==> src/rtl/ram_bist_pkg.sv <==
// rtl/ram_bist_pkg.sv - shared types and pattern generation for the RAM BIST engine
//
// Purpose: pattern mode and FSM state types, the checkerboard constant and the
// address-to-data pattern function used by both the write side and the checker.
// Ports: none (package).
package ram_bist_pkg;

  // Widest supported data path / address; callers truncate to their own widths.
  localparam int MAX_DATA_WIDTH = 1152;
  localparam int MAX_ADDR_WIDTH = 32;

  typedef enum logic [1:0] {
    MODE_CNT_DN   = 2'd0,
    MODE_ADDR     = 2'd1,
    MODE_CHK      = 2'd2,
    MODE_ADDR_INV = 2'd3
  } bist_mode_e;

  typedef enum logic [2:0] {
    ST_IDLE  = 3'd0,
    ST_WRITE = 3'd1,
    ST_GAP   = 3'd2,
    ST_READ  = 3'd3,
    ST_DRAIN = 3'd4,
    ST_DONE  = 3'd5
  } bist_state_e;

  // 0x55.. across the full maximum width.
  function automatic logic [MAX_DATA_WIDTH-1:0] chk_const();
    return {(MAX_DATA_WIDTH/2){2'b01}};
  endfunction

  // Full-width pattern; truncation to the real data width is left to the caller.
  // All-ones minus a, modulo 2**w, equals ~a truncated to w bits, so the
  // descending counter and the inverted address share the same expression.
  function automatic logic [MAX_DATA_WIDTH-1:0] bist_pattern(
    input bist_mode_e                mode,
    input logic [MAX_ADDR_WIDTH-1:0] addr
  );
    logic [MAX_DATA_WIDTH-1:0] a_ext;
    logic [MAX_DATA_WIDTH-1:0] pat;
    a_ext = {{(MAX_DATA_WIDTH-MAX_ADDR_WIDTH){1'b0}}, addr};
    pat   = '0;
    case (mode)
      MODE_CNT_DN:   pat = ~a_ext;
      MODE_ADDR:     pat = a_ext;
      MODE_CHK:      pat = addr[0] ? ~chk_const() : chk_const();
      MODE_ADDR_INV: pat = ~a_ext;
      default:       pat = '0;
    endcase
    return pat;
  endfunction

endpackage

==> src/rtl/ram_2port_bist_if.sv <==
// rtl/ram_2port_bist_if.sv - simple dual-port RAM access bus driven by the BIST
//
// Purpose: bundles the RAM write port and read port.
// Signals: ram_wr_en/ram_wr_addr/ram_wr_data (write port), ram_rd_addr (read
// address), ram_rd_data (read data returned by the RAM).
// Modports: master = BIST side, slave = RAM side.
interface ram_2port_bist_if #(
  parameter int ADDR_WIDTH = 5,
  parameter int DATA_WIDTH = 8
);
  logic                  ram_wr_en;
  logic [ADDR_WIDTH-1:0] ram_wr_addr;
  logic [DATA_WIDTH-1:0] ram_wr_data;
  logic [ADDR_WIDTH-1:0] ram_rd_addr;
  logic [DATA_WIDTH-1:0] ram_rd_data;

  modport master (
    output ram_wr_en, ram_wr_addr, ram_wr_data, ram_rd_addr,
    input  ram_rd_data
  );

  modport slave (
    input  ram_wr_en, ram_wr_addr, ram_wr_data, ram_rd_addr,
    output ram_rd_data
  );
endinterface

==> src/rtl/ram_bist_chk.sv <==
// rtl/ram_bist_chk.sv - read-data checker: expected-data pipeline, compare, error count
//
// Purpose: regenerates the pattern for each read address, delays it by
// RD_LATENCY cycles to line up with ram_rd_data, compares, and keeps a
// saturating mismatch counter. Optional error log under RAM_2PORT_BIST_ERR_LOG_EN.
// Ports: clk, rst_n (sync active-low), clr (accepted start), mode, rd_vld/rd_addr
// (address driven this cycle), rd_data (RAM output), err_cnt; with the macro
// also first_err_addr/first_err_data.
module ram_bist_chk
  import ram_bist_pkg::*;
#(
  parameter int ADDR_WIDTH    = 5,
  parameter int DATA_WIDTH    = 8,
  parameter int RD_LATENCY    = 1,
  parameter int ERR_CNT_WIDTH = 3
) (
  input  logic                     clk,
  input  logic                     rst_n,
  input  logic                     clr,
  input  bist_mode_e               mode,
  input  logic                     rd_vld,
  input  logic [ADDR_WIDTH-1:0]    rd_addr,
  input  logic [DATA_WIDTH-1:0]    rd_data,
`ifdef RAM_2PORT_BIST_ERR_LOG_EN
  output logic [ADDR_WIDTH-1:0]    first_err_addr,
  output logic [DATA_WIDTH-1:0]    first_err_data,
`endif
  output logic [ERR_CNT_WIDTH-1:0] err_cnt
);

  logic [RD_LATENCY-1:0] vld_pipe;
  logic [DATA_WIDTH-1:0] exp_pipe [RD_LATENCY];
  logic [DATA_WIDTH-1:0] exp_now;
  logic                  mismatch;

  assign exp_now = DATA_WIDTH'(bist_pattern(mode, MAX_ADDR_WIDTH'(rd_addr)));

  // Stage 0 captures the address issued this cycle; the last stage is
  // aligned with the RAM output.
  always_ff @(posedge clk) begin
    if (!rst_n) begin
      vld_pipe[0] <= 1'b0;
      exp_pipe[0] <= '0;
    end else begin
      vld_pipe[0] <= rd_vld;
      exp_pipe[0] <= exp_now;
    end
  end

  for (genvar g = 1; g < RD_LATENCY; g++) begin : g_stage
    always_ff @(posedge clk) begin
      if (!rst_n) begin
        vld_pipe[g] <= 1'b0;
        exp_pipe[g] <= '0;
      end else begin
        vld_pipe[g] <= vld_pipe[g-1];
        exp_pipe[g] <= exp_pipe[g-1];
      end
    end
  end

  assign mismatch = vld_pipe[RD_LATENCY-1] && (rd_data != exp_pipe[RD_LATENCY-1]);

  always_ff @(posedge clk) begin
    if (!rst_n) begin
      err_cnt <= '0;
    end else if (clr) begin
      err_cnt <= '0;
    end else if (mismatch && (err_cnt != '1)) begin
      err_cnt <= err_cnt + ERR_CNT_WIDTH'(1);
    end
  end

`ifdef RAM_2PORT_BIST_ERR_LOG_EN
  logic [ADDR_WIDTH-1:0] addr_pipe [RD_LATENCY];
  logic                  logged;

  always_ff @(posedge clk) begin
    if (!rst_n) addr_pipe[0] <= '0;
    else        addr_pipe[0] <= rd_addr;
  end

  for (genvar g = 1; g < RD_LATENCY; g++) begin : g_addr_stage
    always_ff @(posedge clk) begin
      if (!rst_n) addr_pipe[g] <= '0;
      else        addr_pipe[g] <= addr_pipe[g-1];
    end
  end

  always_ff @(posedge clk) begin
    if (!rst_n || clr) begin
      first_err_addr <= '0;
      first_err_data <= '0;
      logged         <= 1'b0;
    end else if (mismatch && !logged) begin
      first_err_addr <= addr_pipe[RD_LATENCY-1];
      first_err_data <= rd_data;
      logged         <= 1'b1;
    end
  end
`endif

endmodule

==> src/rtl/ram_2port_bist.sv <==
// rtl/ram_2port_bist.sv - BIST engine for a single-clock simple dual-port RAM
//
// Purpose: writes a selected pattern to every address, reads every address
// back, and reports pass/fail plus a saturating mismatch count.
// Optional macro: RAM_2PORT_BIST_ERR_LOG_EN adds first_err_addr/first_err_data.
// Ports: clk, rst_n (sync active-low), start (pulse, accepted when idle),
// mode (pattern select), busy, done (pulse), pass, err_cnt, ram (RAM bus,
// master modport: write port, read address, read data).
// RD_LATENCY must be 1 or 2.
module ram_2port_bist
  import ram_bist_pkg::*;
#(
  parameter int ADDR_WIDTH    = 5,
  parameter int DATA_WIDTH    = 8,
  parameter int RD_LATENCY    = 1,
  parameter int ERR_CNT_WIDTH = 3
) (
  input  logic                     clk,
  input  logic                     rst_n,
  input  logic                     start,
  input  logic [1:0]               mode,
  output logic                     busy,
  output logic                     done,
  output logic                     pass,
  output logic [ERR_CNT_WIDTH-1:0] err_cnt,
`ifdef RAM_2PORT_BIST_ERR_LOG_EN
  output logic [ADDR_WIDTH-1:0]    first_err_addr,
  output logic [DATA_WIDTH-1:0]    first_err_data,
`endif
  ram_2port_bist_if.master         ram
);

  // One extra bit so reaching DEPTH is distinguishable from address 0.
  localparam int                CNT_W      = ADDR_WIDTH + 1;
  localparam logic [CNT_W-1:0]  DEPTH_CNT  = {1'b1, {ADDR_WIDTH{1'b0}}};
  localparam logic [CNT_W-1:0]  DRAIN_LAST = CNT_W'(RD_LATENCY - 1);

  bist_state_e           state;
  bist_mode_e            mode_q;
  logic [CNT_W-1:0]      cnt;
  logic                  wr_en_q;
  logic [ADDR_WIDTH-1:0] wr_addr_q;
  logic [DATA_WIDTH-1:0] wr_data_q;
  logic [ADDR_WIDTH-1:0] rd_addr_q;
  logic                  rd_vld_q;
  logic                  start_ok;

  // done is high in the cycle right after ST_DONE, while the FSM already sits
  // in IDLE; a start in that cycle still belongs to the finishing test.
  assign start_ok = (state == ST_IDLE) && start && !done;

  always_ff @(posedge clk) begin
    if (!rst_n) begin
      state     <= ST_IDLE;
      mode_q    <= MODE_CNT_DN;
      cnt       <= '0;
      busy      <= 1'b0;
      done      <= 1'b0;
      pass      <= 1'b0;
      wr_en_q   <= 1'b0;
      wr_addr_q <= '0;
      wr_data_q <= '0;
      rd_addr_q <= '0;
      rd_vld_q  <= 1'b0;
    end else begin
      done <= 1'b0;
      case (state)
        ST_IDLE: begin
          if (start_ok) begin
            mode_q    <= bist_mode_e'(mode);
            pass      <= 1'b0;
            busy      <= 1'b1;
            wr_en_q   <= 1'b1;
            wr_addr_q <= '0;
            wr_data_q <= DATA_WIDTH'(bist_pattern(bist_mode_e'(mode), '0));
            cnt       <= CNT_W'(1);
            state     <= ST_WRITE;
          end
        end
        ST_WRITE: begin
          // cnt is the next address to present.
          if (cnt == DEPTH_CNT) begin
            wr_en_q <= 1'b0;
            state   <= ST_GAP;
          end else begin
            wr_addr_q <= cnt[ADDR_WIDTH-1:0];
            wr_data_q <= DATA_WIDTH'(bist_pattern(mode_q, MAX_ADDR_WIDTH'(cnt[ADDR_WIDTH-1:0])));
            cnt       <= cnt + CNT_W'(1);
          end
        end
        ST_GAP: begin
          rd_addr_q <= '0;
          rd_vld_q  <= 1'b1;
          cnt       <= CNT_W'(1);
          state     <= ST_READ;
        end
        ST_READ: begin
          if (cnt == DEPTH_CNT) begin
            rd_vld_q <= 1'b0;
            cnt      <= '0;
            state    <= ST_DRAIN;
          end else begin
            rd_addr_q <= cnt[ADDR_WIDTH-1:0];
            cnt       <= cnt + CNT_W'(1);
          end
        end
        ST_DRAIN: begin
          if (cnt == DRAIN_LAST) state <= ST_DONE;
          else                   cnt   <= cnt + CNT_W'(1);
        end
        ST_DONE: begin
          // err_cnt now includes the final compare.
          done  <= 1'b1;
          busy  <= 1'b0;
          pass  <= (err_cnt == '0);
          state <= ST_IDLE;
        end
        default: state <= ST_IDLE;
      endcase
    end
  end

  assign ram.ram_wr_en   = wr_en_q;
  assign ram.ram_wr_addr = wr_addr_q;
  assign ram.ram_wr_data = wr_data_q;
  assign ram.ram_rd_addr = rd_addr_q;

  ram_bist_chk #(
    .ADDR_WIDTH    (ADDR_WIDTH),
    .DATA_WIDTH    (DATA_WIDTH),
    .RD_LATENCY    (RD_LATENCY),
    .ERR_CNT_WIDTH (ERR_CNT_WIDTH)
  ) u_chk (
    .clk            (clk),
    .rst_n          (rst_n),
    .clr            (start_ok),
    .mode           (mode_q),
    .rd_vld         (rd_vld_q),
    .rd_addr        (rd_addr_q),
    .rd_data        (ram.ram_rd_data),
`ifdef RAM_2PORT_BIST_ERR_LOG_EN
    .first_err_addr (first_err_addr),
    .first_err_data (first_err_data),
`endif
    .err_cnt        (err_cnt)
  );

endmodule

==> src/flat_wrapper.sv <==
// flat-port wrapper written by rule: the top's interface ports become plain ports
module ram_2port_bist_flat import ram_bist_pkg::*;
#(
  parameter int ADDR_WIDTH    = 5,
  parameter int DATA_WIDTH    = 8,
  parameter int RD_LATENCY    = 1,
  parameter int ERR_CNT_WIDTH = 3
)
  (clk, rst_n, start, mode, busy, done, pass, err_cnt, ram_ram_wr_en, ram_ram_wr_addr, ram_ram_wr_data, ram_ram_rd_addr, ram_ram_rd_data);
  ram_2port_bist_if #(.ADDR_WIDTH(ADDR_WIDTH), .DATA_WIDTH(DATA_WIDTH)) ram_i ();
  input  logic clk;
  input  logic rst_n;
  input  logic start;
  input  logic [1:0] mode;
  output logic busy;
  output logic done;
  output logic pass;
  output logic [ERR_CNT_WIDTH-1:0] err_cnt;
  output wire logic [$bits(ram_i.ram_wr_en)-1:0] ram_ram_wr_en;
  output wire logic [$bits(ram_i.ram_wr_addr)-1:0] ram_ram_wr_addr;
  output wire logic [$bits(ram_i.ram_wr_data)-1:0] ram_ram_wr_data;
  output wire logic [$bits(ram_i.ram_rd_addr)-1:0] ram_ram_rd_addr;
  input wire logic [$bits(ram_i.ram_rd_data)-1:0] ram_ram_rd_data;
  assign ram_ram_wr_en = ram_i.ram_wr_en;
  assign ram_ram_wr_addr = ram_i.ram_wr_addr;
  assign ram_ram_wr_data = ram_i.ram_wr_data;
  assign ram_ram_rd_addr = ram_i.ram_rd_addr;
  assign ram_i.ram_rd_data = ram_ram_rd_data;
  ram_2port_bist #(.ADDR_WIDTH(ADDR_WIDTH), .DATA_WIDTH(DATA_WIDTH), .RD_LATENCY(RD_LATENCY), .ERR_CNT_WIDTH(ERR_CNT_WIDTH)) u_core (.clk(clk), .rst_n(rst_n), .start(start), .mode(mode), .busy(busy), .done(done), .pass(pass), .err_cnt(err_cnt), .ram(ram_i));
endmodule
==> config.mk <==
export PLATFORM = sky130hd
export DESIGN_NAME = ram_2port_bist_flat
export DESIGN_NICKNAME = d
export VERILOG_FILES = /design/src/rtl/ram_bist_pkg.sv /design/src/rtl/ram_2port_bist_if.sv /design/src/rtl/ram_bist_chk.sv /design/src/rtl/ram_2port_bist.sv /design/src/flat_wrapper.sv
export SDC_FILE = /design/constraint.sdc
export NUM_CORES = 1
export LEC_CHECK = 0
export BUFFER_PORTS_ARGS = -buffer_cell sky130_fd_sc_hd__buf_4
export CORE_UTILIZATION = 50
export CTS_CLUSTER_DIAMETER = 50
export CTS_CLUSTER_SIZE = 25
export DETAILED_ROUTE_END_ITERATION = 10
export GPL_TIMING_DRIVEN = 0
export PLACE_DENSITY_LB_ADDON = 0.2
export SLEW_MARGIN = 20
export SYNTH_ARGS = -nofsm -noshare
export SYNTH_HDL_FRONTEND = slang
export SYNTH_HIERARCHICAL = 1
export SYNTH_SLANG_ARGS = --single-unit
==> constraint.sdc <==
create_clock -name clk -period 2.1 [get_ports clk]
set_input_delay 0.21 -clock clk [delete_from_list [all_inputs] [get_ports clk]]
set_output_delay 0.21 -clock clk [all_outputs]
set_load 0.02 [all_outputs]
# [Yosys cells after proc, flatten, opt, wreduce, memory -nomap -nowiden]
# Memories as Yosys holds them, arrays and structs flattened.
# Index checks and enable logic that the tools add are counted.
[word_totals] out_inout_bits=25 ramBits=8 reg_bits=38 inputBits=13 elab_cells=100 n_memories=1
[classes] reduce_logical=26 bitwise_logic=3 n_addsub=2 mux=34 n_eq_ne=21
[memory_table] name="u_core.u_chk.exp_pipe" depth=1 word_bits=8 rd=1 rd_clocked_by_memory_dff=0 wr=1 line="ram_bist_chk.sv:32" source="logic [DATA_WIDTH-1:0] exp_pipe [RD_LATENCY];"
[ops] cell="one-hot mux 8 bit (3 select lines)" n=3
[ops] cell="two-way mux 8 bit" n=5
[ops] cell="one-hot mux 6 bit (5 select lines)" n=1
[ops] cell="two-way mux 6 bit" n=4
[ops] cell="one-hot mux 5 bit (2 select lines)" n=2
[ops] cell="inverter 5 -> 8 bit" n=2
[ops] cell="one-hot mux 8 bit (2 select lines)" n=1
[ops] cell="one-hot mux 3 bit (5 select lines)" n=1
[ops] cell="two-way mux 3 bit" n=4
[ops] cell="two-way mux 5 bit" n=2
[ops] cell="equality test 2 bit, second input constant" n=4
[ops] cell="inequality test 2 x 1 -> 1 bit, second input constant" n=4
[ops] cell="inequality test 8 bit" n=1
[ops] cell="one-hot mux 1 bit (2 select lines)" n=4
[ops] cell="AND reduction 2 bit" n=4
[ops] cell="AND reduction 4 bit" n=2
[ops] cell="OR reduction 8 bit" n=1
[ops] cell="two-way mux 1 bit" n=7
[ops] cell="adder 6 x 1 -> 6 bit, second input constant" n=1
[ops] cell="equality test 3 x 2 -> 1 bit, second input constant" n=2
[ops] cell="equality test 3 bit, second input constant" n=2
[ops] cell="equality test 6 bit, second input constant" n=1
[ops] cell="logical NOT 3 bit" n=2
[ops] cell="logical NOT 6 bit" n=1
[ops] cell="13 further kinds" n=25

# [Logic depth before layout (Yosys ltp)]
# Gate-level depths: netlist (run 1).
[depth] depth_word=5 mapped_depth=8 depth_no_buf=6

# [Modules after synthesis]
# Netlist (run 1), hierarchy kept.
[by_module_without_submodules] module="ram_2port_bist" instances=1 seq_area_each_um2=660.6 cells_each=204 area_per_inst_um2=1739.2
[by_module_without_submodules] module="ram_bist_chk" instances=1 seq_area_each_um2=220.2 cells_each=66 area_per_inst_um2=570.5

# [Least setup slack after synthesis (run 1)]
# Ideal clock, no wire load.
[synth_path] kind="flip-flop to flip-flop" start="reg u_core.cnt[0]" end="reg u_core.cnt[2]" arrival_ns=1.834 required_ns=2.028 setup_slack_ns=0.194 path_buffers=1 path_stages_with_launch=8 setup_time_ns=0.072 period_less_slack_ns=1.906 cell_sequence="dfxtp_1 clkbuf_1 inv_1 ha_1 nor4b_4 a22o_1 or4_1 a21oi_1"
[synth_via] elab_chain_len=3 word_cells_on_any_way=10 classes_between="1 x add/sub; 3 x eq/ne; 4 x mux; 2 x reduce/logical"
[synth_lines] element="start: declaration" line="ram_2port_bist.sv:40" source="logic [CNT_W-1:0] cnt;"
[synth_lines] element="start signal: assignment" line="ram_2port_bist.sv:88" source="cnt <= cnt + CNT_W'(1);"
[synth_lines] element="start signal: assignment" line="ram_2port_bist.sv:104" source="cnt <= cnt + CNT_W'(1);"
[synth_lines] element="start signal: assignment" line="ram_2port_bist.sv:109" source="else cnt <= cnt + CNT_W'(1);"
[synth_lines] element="adder 6 x 1 -> 6 bit, or another cell as far along" line="ram_2port_bist.sv:88, ram_2port_bist.sv:104, ram_2port_bist.sv:109"
[synth_lines] element="two-way mux 6 bit, or another cell as far along" line="ram_2port_bist.sv:108" source="if (cnt == DRAIN_LAST) state <= ST_DONE;"
[synth_lines] element="one-hot mux 6 bit (5 select lines) or AND reduction 4 bit (tied branches)"
# Several ways; a longest one is shown, not always the timed one. The select of a mux whose other input is x is not followed.
# A chain may end at the register's enable or synchronous reset.

# [Worst setup path in the final report (run 1)]
[layout_path] start="reg u_core.state[0]" end="reg u_core.u_chk.err_cnt[0]"
[layout_via] elab_chain_len=4
[layout_lines] element="start: declaration" line="ram_2port_bist.sv:38" source="bist_state_e state;"
[layout_lines] element="start signal: assignment" line="ram_2port_bist.sv:54" source="state <= ST_IDLE;"
[layout_lines] element="start signal: assignment" line="ram_2port_bist.sv:77" source="state <= ST_WRITE;"
[layout_lines] element="start signal: assignment" line="ram_2port_bist.sv:84" source="state <= ST_GAP;"
[layout_lines] element="logical NOT 3 bit" line="ram_2port_bist.sv:50" source="assign start_ok = (state == ST_IDLE) && start && !done;"
[layout_lines] element="logical AND 1 bit (2 in series)" line="ram_2port_bist.sv:50"
[layout_lines] element="via u_core.start_ok" line="ram_2port_bist.sv:46" source="logic start_ok;"
[layout_lines] element="OR reduction 2 bit (no line)"
[layout_lines] element="end signal: assignment" line="ram_bist_chk.sv:70" source="err_cnt <= err_cnt + ERR_CNT_WIDTH'(1);"
[layout_lines] element="end: declaration" line="ram_bist_chk.sv:28" source="output logic [ERR_CNT_WIDTH-1:0] err_cnt"
# The timed path passes the listed nets, and every way through them passes these cells.

==> results of run 1 <==
-- registers in the layout (all words and copies together), names as in the netlist --
name	flops
u_core/busy	1
u_core/cnt	6
u_core/done	1
u_core/mode_q	2
u_core/pass	1
u_core/ram.ram_rd_addr	5
u_core/ram.ram_wr_addr	5
u_core/ram.ram_wr_data	7
u_core/ram.ram_wr_en	1
u_core/rd_vld_q	1
u_core/state	3
u_core/u_chk/err_cnt	3
u_core/u_chk/exp_pipe	7
u_core/u_chk/vld_pipe	1
-- timing repair --
item	CTS	global route
gates resized for setup	0	1
endpoints found under the setup margin	6	14
pin swaps	1	0
buffers inserted	1	1
hold endpoints to repair	0	0
-- cell families after synthesis --
family,after synthesis,share of synthesized area (%)
simple gates,104,25.6
compound gates,77,22.1
flops,44,38.1
buf+inv,25,4.88
fa+ha+maj,9,4.88
xor+xnor,6,2.28
mux,5,2.17
-- metal layers --
metal,vias to the layer above,part of all wire [%]
met3,7,5.3
met1,955,46
li1,1061,-
met2,57,47
met4,0,1.2
met5,-,0
-- cell usage after synthesis, types with 7 or more instances --
library cell	count	area share [%]
dfxtp_1	44	38
nand2_1	33	5.4
o21ai_0	20	4.3
a21oi_1	13	2.8
nor2_1	13	2.1
inv_1	11	1.8
ha_1	9	4.9
nand3_1	8	1.7
o31ai_1	8	2.6
nand2b_1	7	1.9
-- cells in the final DEF (no fill, tap or decap), drive strengths merged, types with 3 or more instances in the layout --
master    n
nand2    33
o2111ai   4
dfxtp    44
and2      4
or2       3
a21boi    4
o21ai    25
nand4     5
o22ai     3
nor2     13
o31ai     8
o21a      5
xor2      6
nor2b     6
inv      11
or3b      7
a21oi    15
mux2i     5
nor3      3
buf      47
o211ai    5
or4       4
nand2b    7
nand3     8
ha        9
clkbuf   13
-- worst min path at each step --
stage / start / endpoint / slack, ns / cells past startpoint
2_1_floorplan: rst_n / u_core/u_chk/vld_pipe / 0.33 / 1
4_1_cts: mode[0] / u_core/mode_q[0] / 0.19 / 3
3_3_place_gp: u_core/ram.ram_wr_data[4] / u_core/ram.ram_wr_data[4] / 0.44 / 2
3_5_place_dp: u_core/ram.ram_wr_data[4] / u_core/ram.ram_wr_data[4] / 0.44 / 2
5_1_grt: mode[0] / u_core/mode_q[0] / 0.20 / 3
6_report: mode[0] / u_core/mode_q[0] / 0.19 / 3
-- worst reg2reg max path: cells and delay by family, from the launching register on --
family,cells,cell delay (ns)
buffers and inverters,1,0.34
AND/OR/NAND/NOR,4,1.04
flip-flops,1,0.39
multiplexers,1,0.06
-- power breakdown --
part | total [mW] | internal (mW) | switching, mW
registers | 0.914 | 0.879 | 0.0342
clock network | 0.539 | 0.268 | 0.271
logic | 0.341 | 0.155 | 0.185
-- cell type report --
cell class,instances,area (µm²),share of cell area [%]
Inverter,11,41.3,1.50
Multi-Input combinational cell,201,1320,47.8
Tap cell,52,65.1,2.36
Timing Repair Buffer,39,293,10.6
Buffer,13,67.6,2.45
Sequential cell,44,882,32.0
Clock buffer,8,90.1,3.27
-- metrics by stage --
stage	area [µm²]	cells	hold slack (ns)
after global routing	2760	368	0.197
after detailed placement	2650	359	0.442
after global placement	2650	359	0.441
after floorplan	2310	270	0.332
after CTS	2750	367	0.189
final	2760	368	0.191
==> summary.txt, run 1 <==
Outcome
  – Status: complete, no violations

STA
  – Actual slew at the worst max-slew pin: 0.749 ns
  – Final Setup Violations: 0
  – Slew HR: 50.0%
  – F_max: 0.514 GHz
  – Crit path setup slack, layout: 0.154 ns
  – Clk_skew: 0.00549 ns
  – Post-layout min period: 1.95 ns
  – Final period util: 92.7%
  – RSZ-0062 raised after global routing: false
  – Final Hold Viols: 0
  – Slew Viols, Final: 0
  – Setup TNS: 0 ns

Finish
  – Layout filler cell count: 408
  – Core Util, Final: 62.8%
  – Synthesis-to-layout area growth: 19.3%
  – Diode count: 0
  – Nets@finish: 337
  – Layout cells sized above 1: 22.2%

Routing
  – Drt initial violations: 111
  – Post-route ant nets: 0
  – Router iterations before antenna repair: 4
  – Post-DR vias/cell: 5.65
  – Via Count: 2,080
  – Final WL: 5230 µm
  – Routed length per instance: 14.2 µm
  – DRC Markers: 0

Yosys
  – Netlist cell types: 50
  – Post-synth EDFFs: 0
  – Yosys reg bits: 44
  – Syn Std Cell Area: 0.00231 mm²
  – FFs w/ async S/R, synth: 0%
  – Syn Area/Cell: 8.55 µm²
  – Post-synthesis sequential area ratio: 38.1%
  – Synth Warn #: 6
  – Predominant post-synthesis flop cell: dfxtp_1
  – Syn_nets: 292
  – Post-Synthesis Cells: 270

Clocking
  – Reg clk slew, reported paths: 0.08 ns
  – H-tree Lvls: 2
  – Clock buffer depth: 2
  – Clk sink count: 44
  – Clk_lat worst skew: 0.29 ns
  – Clk root buf: clkbuf_8
  – Cts bufs inserted: 5
  – TritonCTS clock tree: done
  – Hold Buf Count CTS: 0

Floorplanning
  – Initial Utilization: 52.7%
  – Row count: 24
  – Full die area: 0.00490 mm²
  – Core area: 0.00438 mm²
  – Boundary pin count: 38
  – Die Wd: 70.0 µm
  – Die height: 70.0 µm

GRT
  – Largest net degree at the start of global routing: 13
  – Vias in the first global route: 1,791
  – Grt met1 use: 28.0%
  – GRT met3 Usage: 4.18%
  – GRT Overall Usage: 22.0%
  – Antenna violations before repair: 0
  – First-pass GRT wire length: 8580 µm
  – Met2 GRT Util: 37.4%
  – Top Usage Layer GRT: met2
  – Global route overflow: 0

Worst setup path
  – Worst reg2reg endpoint: u_core/u_chk/err_cnt[0]
  – Crit path max fanout: 10
  – Worst Path Required: 2.28 ns
  – WP depth: 6
  – Crit path kind: register to register
  – CP Capture Type: register
  – R2r setup slk: 0.15 ns
  – Worst setup SP type: register
  – Worst setup path start: u_core/state[0]
  – Crit-path max cell delay: 0.51 ns
  – Worst path bufs/invs: 1
  – Reg2reg path depth: 6
  – WP data arrival: 2.13 ns
  – Critical path endpoint: u_core/u_chk/err_cnt[0]
  – CP max-delay cell: nor3_2
  – RR Startpoint: u_core/state[0]
  – Worst path top cell family by delay: simple AND/OR/NAND/NOR gates
  – Crit path cell chain: or2_4, nor3_2, buf_2, nor2b_1, nand2b_1, mux2i_1

Hold path
  – Type of the most critical hold path: input pin to register

Power
  – LEAKAGE: 1.12 nW
  – VDD IR max: 0.415 mV
  – Pwr Total: 1.79 mW
  – Pwr/cell area: 651 mW/mm²

Flow run
  – Max cap viols: 0

Placement
  – DP HPWL: 3820 µm
  – Dpl ws: -0.133 ns
  – PortBufs: 37
  – Routability cong.: 0.892
No activity file was read; power rests on OpenSTA's default activity.
==> run 2, diff against run 1 <==
Settings changed: CORE_MARGIN from default to 1, CTS_BUF_LIST from default to sky130_fd_sc_hd__clkbuf_16.
==> run 2 against run 1 <==
Clock power up 34%. Sequential share of layout area shrank 0.53 points. Register-to-register slack hardly changed. Non-clock buffer count stayed put. Routed wire length up 3.6%. Design area up 1.7%. Die area is the same. First-iteration DRC count down 12%. Critical path type unchanged.
==> summary.txt, run 2 (synthesized netlist as in run 1, its figures left out) <==
Outcome
  – Status: complete, no violations (unchanged)

Routing
  – Final WL: 5420 µm (was 5230 µm)
  – Via Count: 2,118 (was 2,080)
  – Post-route ant nets: 0 (unchanged)
  – Router iterations before antenna repair: 5 (was 4)
  – Post-DR vias/cell: 5.76 (was 5.65)
  – DRC Markers: 0 (unchanged)
  – Routed length per instance: 14.7 µm (was 14.2 µm)
  – Drt initial violations: 98 (was 111)

Floorplanning
  – Initial Utilization: 52.7% (unchanged)
  – Die Wd: 70.0 µm (unchanged)
  – Row count: 24 (unchanged)
  – Full die area: 0.00490 mm² (unchanged)
  – Die height: 70.0 µm (unchanged)
  – Core area: 0.00438 mm² (unchanged)
  – Boundary pin count: 38 (unchanged)

Placement
  – Routability cong.: 0.892 (unchanged)
  – Area after DPL: 0.00265 mm² (unchanged)
  – DP HPWL: 3820 µm (unchanged)
  – PortBufs: 37 (unchanged)
  – Dpl ws: -0.133 ns (unchanged)

Finish
  – Most common cell after layout, fill and taps aside: dfxtp_1 (unchanged)
  – Commonest non-fill, non-tap cells in the layout: dfxtp_1, buf_4, nand2_1 (unchanged)
  – Core Util, Final: 63.9% (was 62.8%)
  – Diode count: 0 (unchanged)
  – Synthesis-to-layout area growth: 21.3% (was 19.3%)
  – Layout cells sized above 1: 21.8% (was 22.2%)
  – Final instance area: 0.00280 mm² (was 0.00276 mm²)
  – Nets@finish: 337 (unchanged)

STA
  – Setup TNS: 0 ns (unchanged)
  – Final period util: 93.3% (was 92.7%)
  – Final Setup Violations: 0 (unchanged)
  – RSZ-0062 raised after global routing: false (unchanged)
  – Crit path setup slack, layout: 0.141 ns (was 0.154 ns)
  – Final Hold Viols: 0 (unchanged)
  – Slew Viols, Final: 0 (unchanged)
  – Actual slew at the worst max-slew pin: 0.763 ns (was 0.749 ns)
  – Slew HR: 49.0% (was 50.0%)
  – F_max: 0.510 GHz (was 0.514 GHz)
  – Clk_skew: 0.00325 ns (was 0.00549 ns)
  – Post-layout min period: 1.96 ns (was 1.95 ns)

Power
  – Comb power frac: 17.3% (was 19.0%)
  – Pwr/cell area: 708 mW/mm² (was 651 mW/mm²)
  – Switching power: 0.519 mW (was 0.490 mW)
  – Pwr Total: 1.98 mW (was 1.79 mW)
  – VDD IR max: 0.335 mV (was 0.415 mV)
  – Sw Ratio: 26.2% (was 27.3%)
  – LEAKAGE: 1.15 nW (was 1.12 nW)
  – Clock share of power: 36.5% (was 30.1%)
  – Reg power frac: 46.2% (was 50.9%)
  – Pint: 1.46 mW (was 1.30 mW)

GRT
  – Global route overflow: 0 (unchanged)
  – Largest net degree at the start of global routing: 13 (unchanged)
  – First-pass GRT wire length: 8820 µm (was 8580 µm)
  – Antenna violations before repair: 0 (unchanged)
  – Vias in the first global route: 1,830 (was 1,791)
  – GRT Overall Usage: 22.7% (was 22.0%)

Clocking
  – Clk_lat worst skew: 0.28 ns (was 0.29 ns)
  – Reg clk slew, reported paths: 0.06 ns (was 0.08 ns)
  – Cts bufs inserted: 5 (unchanged)
  – Clk sink count: 44 (unchanged)
  – Clock buffer depth: 2 (unchanged)
  – TritonCTS clock tree: done (unchanged)
  – Clk root buf: clkbuf_16 (was clkbuf_8)
  – Hold Buf Count CTS: 0 (unchanged)
  – H-tree Lvls: 2 (unchanged)

Worst setup path
  – WP data arrival: 2.12 ns (was 2.13 ns)
  – CP Capture Type: register (unchanged)
  – Crit path kind: register to register (unchanged)
  – Worst setup SP type: register (unchanged)
  – Crit path max fanout: 10 (unchanged)
  – Worst Path Required: 2.27 ns (was 2.28 ns)

Flow run
  – Max cap viols: 0 (unchanged)

Hold path
  – Type of the most critical hold path: input pin to register (unchanged)
[run 2: worst max-delay path, cell delays in order, from the launching register on]
cell      delay [ns]
dfxtp_1         0.38
or2_4           0.30
nor3_2          0.51
buf_2           0.34
nor2b_1         0.14
nand2b_1        0.09
mux2i_1         0.06
[run 2: through the flow]
step	cells	hold WS (ns)
floorplan	270	0.332
global placement	359	0.441
detailed placement	359	0.442
CTS	367	0.203
global route	368	0.212
finish	368	0.207
[run 2: path summary, 6_finish.rpt]
kind	start	to	slack [ns]	cells after the start
max	u_core/state[0]	u_core/u_chk/err_cnt[0]	0.14	6
min	mode[0]	u_core/mode_q[0]	0.21	3
max reg2reg	u_core/state[0]	u_core/u_chk/err_cnt[0]	0.14	6
min reg2reg	u_core/ram.ram_wr_data[4]	u_core/ram.ram_wr_data[4]	0.45	2
[run 2: repair_timing]
| action | 4_1_cts | 5_1_grt |
|---|---|---|
| gates resized for setup | 0 | 1 |
| endpoints found under the setup margin | 6 | 15 |
| pin swaps | 1 | 0 |
| setup buffers | 1 | 1 |
| endpoints found under the hold margin | 0 | 0 |
[run 2: area by class of cell]
class,count,area [µm²]
fillers,399,1580
clock buffers,5,125
plain buffers,13,67.6
multi-input cells,201,1320
flip-flops and latches,44,882
well taps,52,65.1
clock inverters,3,11.3
inverters,11,41.3
repair buffers,39,293
[run 2: layer usage]
layer  GRT usage [%]  up-vias  share of wire [%]
li1                -     1060                  -
met1            28.4      985                 45
met2            38.6       68                 49
met3            4.91        5                5.3
met4            7.56        0               0.96
met5               0        -                  0
[run 2: power by group through the flow]
| stage | registers [mW] | clock network (mW) | logic (mW) |
|---|---|---|---|
| 5_1_grt | 0.920 | 0.776 | 0.378 |
| 3_3_place_gp | 0.925 | 0 | 0.334 |
| 3_5_place_dp | 0.927 | 0 | 0.338 |
| 2_1_floorplan | 0.947 | 0 | 0.212 |
| 6_report | 0.916 | 0.724 | 0.343 |
| 4_1_cts | 0.914 | 0.745 | 0.337 |
==> run 3, diff against run 2 <==
Settings changed: CORE_UTILIZATION 50 to 56, CTS_CLUSTER_DIAMETER 50 to 150, SKIP_CTS_REPAIR_TIMING from default to 1.
==> run 3 against run 2 <==
Clock power about the same. Highest routed layer unchanged. First-iteration DRC count increased by 85%. Design area increased by 1.5%. Critical endpoint is now u_core/cnt[1]. Total power increased by 1.2%. Worst hold slack improved by 0.0017 ns.
==> summary.txt, run 3 (synthesized netlist as in run 1, its figures left out) <==
STA
  – Slew Viols, Final: 0 (unchanged)
  – Post-layout min period: 2.00 ns (was 1.96 ns)
  – RSZ-0062 raised after global routing: false (unchanged)
  – Final period util: 95.3% (was 93.3%)
  – Clk_skew: 0.00482 ns (was 0.00325 ns)
  – Crit path setup slack, layout: 0.0988 ns (was 0.141 ns)
  – F_max: 0.500 GHz (was 0.510 GHz)
  – Actual slew at the worst max-slew pin: 0.816 ns (was 0.763 ns)
  – Final Setup Violations: 0 (unchanged)
  – Final Hold Viols: 0 (unchanged)
  – Slew HR: 45.5% (was 49.0%)

Finish
  – Nets@finish: 340 (was 337)
  – Final instance area: 0.00284 mm² (was 0.00280 mm²)
  – Layout filler cell count: 293 (was 399)
  – Layout cells sized above 1: 23.5% (was 21.8%)
  – Synthesis-to-layout area growth: 23.1% (was 21.3%)
  – Commonest non-fill, non-tap cells in the layout: buf_4, dfxtp_1, nand2_1 (was dfxtp_1, buf_4, nand2_1)
  – Diode count: 0 (unchanged)
  – Final Instance Count excl. Fillers: 367 (was 368)

Flow run
  – Max cap viols: 0 (unchanged)

Routing
  – Drt initial violations: 181 (was 98)
  – Post-DR vias/cell: 5.90 (was 5.76)
  – Routed length per instance: 15.2 µm (was 14.7 µm)
  – Final WL: 5590 µm (was 5420 µm)
  – Router iterations before antenna repair: 5 (unchanged)
  – Post-route ant nets: 0 (unchanged)
  – Via Count: 2,165 (was 2,118)
  – DRC Markers: 0 (unchanged)

Clocking
  – Clock buffer depth: 2 (unchanged)
  – Clk root buf: clkbuf_16 (unchanged)
  – Clk sink count: 44 (unchanged)
  – TritonCTS clock tree: done (unchanged)
  – Reg clk slew, reported paths: 0.06 ns (about the same)
  – H-tree Lvls: 2 (unchanged)
  – Clk_lat worst skew: 0.28 ns (about the same)
  – Cts bufs inserted: 5 (unchanged)

Placement
  – Area after DPL: 0.00265 mm² (about the same)
  – Placed cells: 355 (was 359)
  – PortBufs: 37 (unchanged)
  – Dpl ws: -0.123 ns (was -0.133 ns)
  – Routability cong.: 0.917 (was 0.892)
  – DP HPWL: 3920 µm (was 3820 µm)

Hold path
  – Type of the most critical hold path: input pin to register (unchanged)

Power
  – VDD IR max: 0.452 mV (was 0.335 mV)
  – Pwr/cell area: 706 mW/mm² (was 708 mW/mm²)
  – LEAKAGE: 1.17 nW (was 1.15 nW)
  – Pwr Total: 2.01 mW (was 1.98 mW)

Worst setup path
  – WP data arrival: 2.21 ns (was 2.12 ns)
  – Crit path kind: register to register (unchanged)
  – Worst Path Required: 2.31 ns (was 2.27 ns)
  – Worst setup SP type: register (unchanged)
  – Crit path max fanout: 10 (unchanged)
  – CP Capture Type: register (unchanged)

Floorplanning
  – Row count: 22 (was 24)
  – Boundary pin count: 38 (unchanged)
  – Initial Utilization: 60.8% (was 52.7%)
  – Die height: 66.2 µm (was 70.0 µm)
  – Core area: 0.00380 mm² (was 0.00438 mm²)
  – Die Wd: 66.2 µm (was 70.0 µm)
  – Full die area: 0.00439 mm² (was 0.00490 mm²)

Outcome
  – Status: complete, no violations (unchanged)

GRT
  – First-pass GRT wire length: 9200 µm (was 8820 µm)
  – GRT Overall Usage: 28.1% (was 22.7%)
  – Vias in the first global route: 1,986 (was 1,830)
  – Antenna violations before repair: 0 (unchanged)
  – Global route overflow: 0 (unchanged)
  – Largest net degree at the start of global routing: 13 (unchanged)
[run 3: final timing paths]
check / slack (ns) / to / from / cells past startpoint
worst max-delay path: 0.1 / u_core/cnt[1] / u_core/cnt[0] / 8
worst min-delay path: 0.21 / u_core/mode_q[0] / mode[0] / 3
worst max register to register: 0.1 / u_core/cnt[1] / u_core/cnt[0] / 8
worst min register to register: 0.46 / u_core/ram.ram_wr_data[1] / u_core/ram.ram_wr_data[1] / 2
[run 3: final cells by class]
cell class                 instances  area, µm²  share of cell area, %
inverter                          11       41.3                   1.45
clock buffer                       5        125                   4.40
sequential                        44        883                   31.1
multi-input combinational        201       1340                   47.0
buffer                            14       78.8                   2.77
timing repair buffer              41        308                   10.8
clock inverter                     3       11.3                  0.396
tap                               48       60.1                   2.11
[run 3: stage by stage]
step | setup TNS [ns] | hold WS (ns) | utilization (%)
after CTS | -0.677 | 0.207 | 73.3
after floorplan | 0 | 0.332 | -
after global routing | 0 | 0.244 | 74.8
after detailed placement | -0.496 | 0.450 | 69.7
after global placement | -0.399 | 0.441 | 69.7
final | 0 | 0.208 | 74.8
[run 3: metal layers]
metal / global-route usage, % / share of wire [%]
met4: 10.9 / 2.1
met1: 33.9 / 41
met3: 7.07 / 7.5
met2: 47.7 / 49
met5: 0 / 0
[run 3: worst max-delay path, stage by stage (launching register included)]
cell and delay (ns):
dfxtp_2 0.34, buf_6 0.13, inv_1 0.06, ha_1 0.19, nor4b_4 0.14, buf_4 0.16
a22o_4 0.25, or4b_1 0.52, a21oi_2 0.14
[run 3: power by group]
part           switching [mW]  internal, mW
sequential             0.0294         0.881
combinational           0.204         0.170
clock                   0.294         0.427
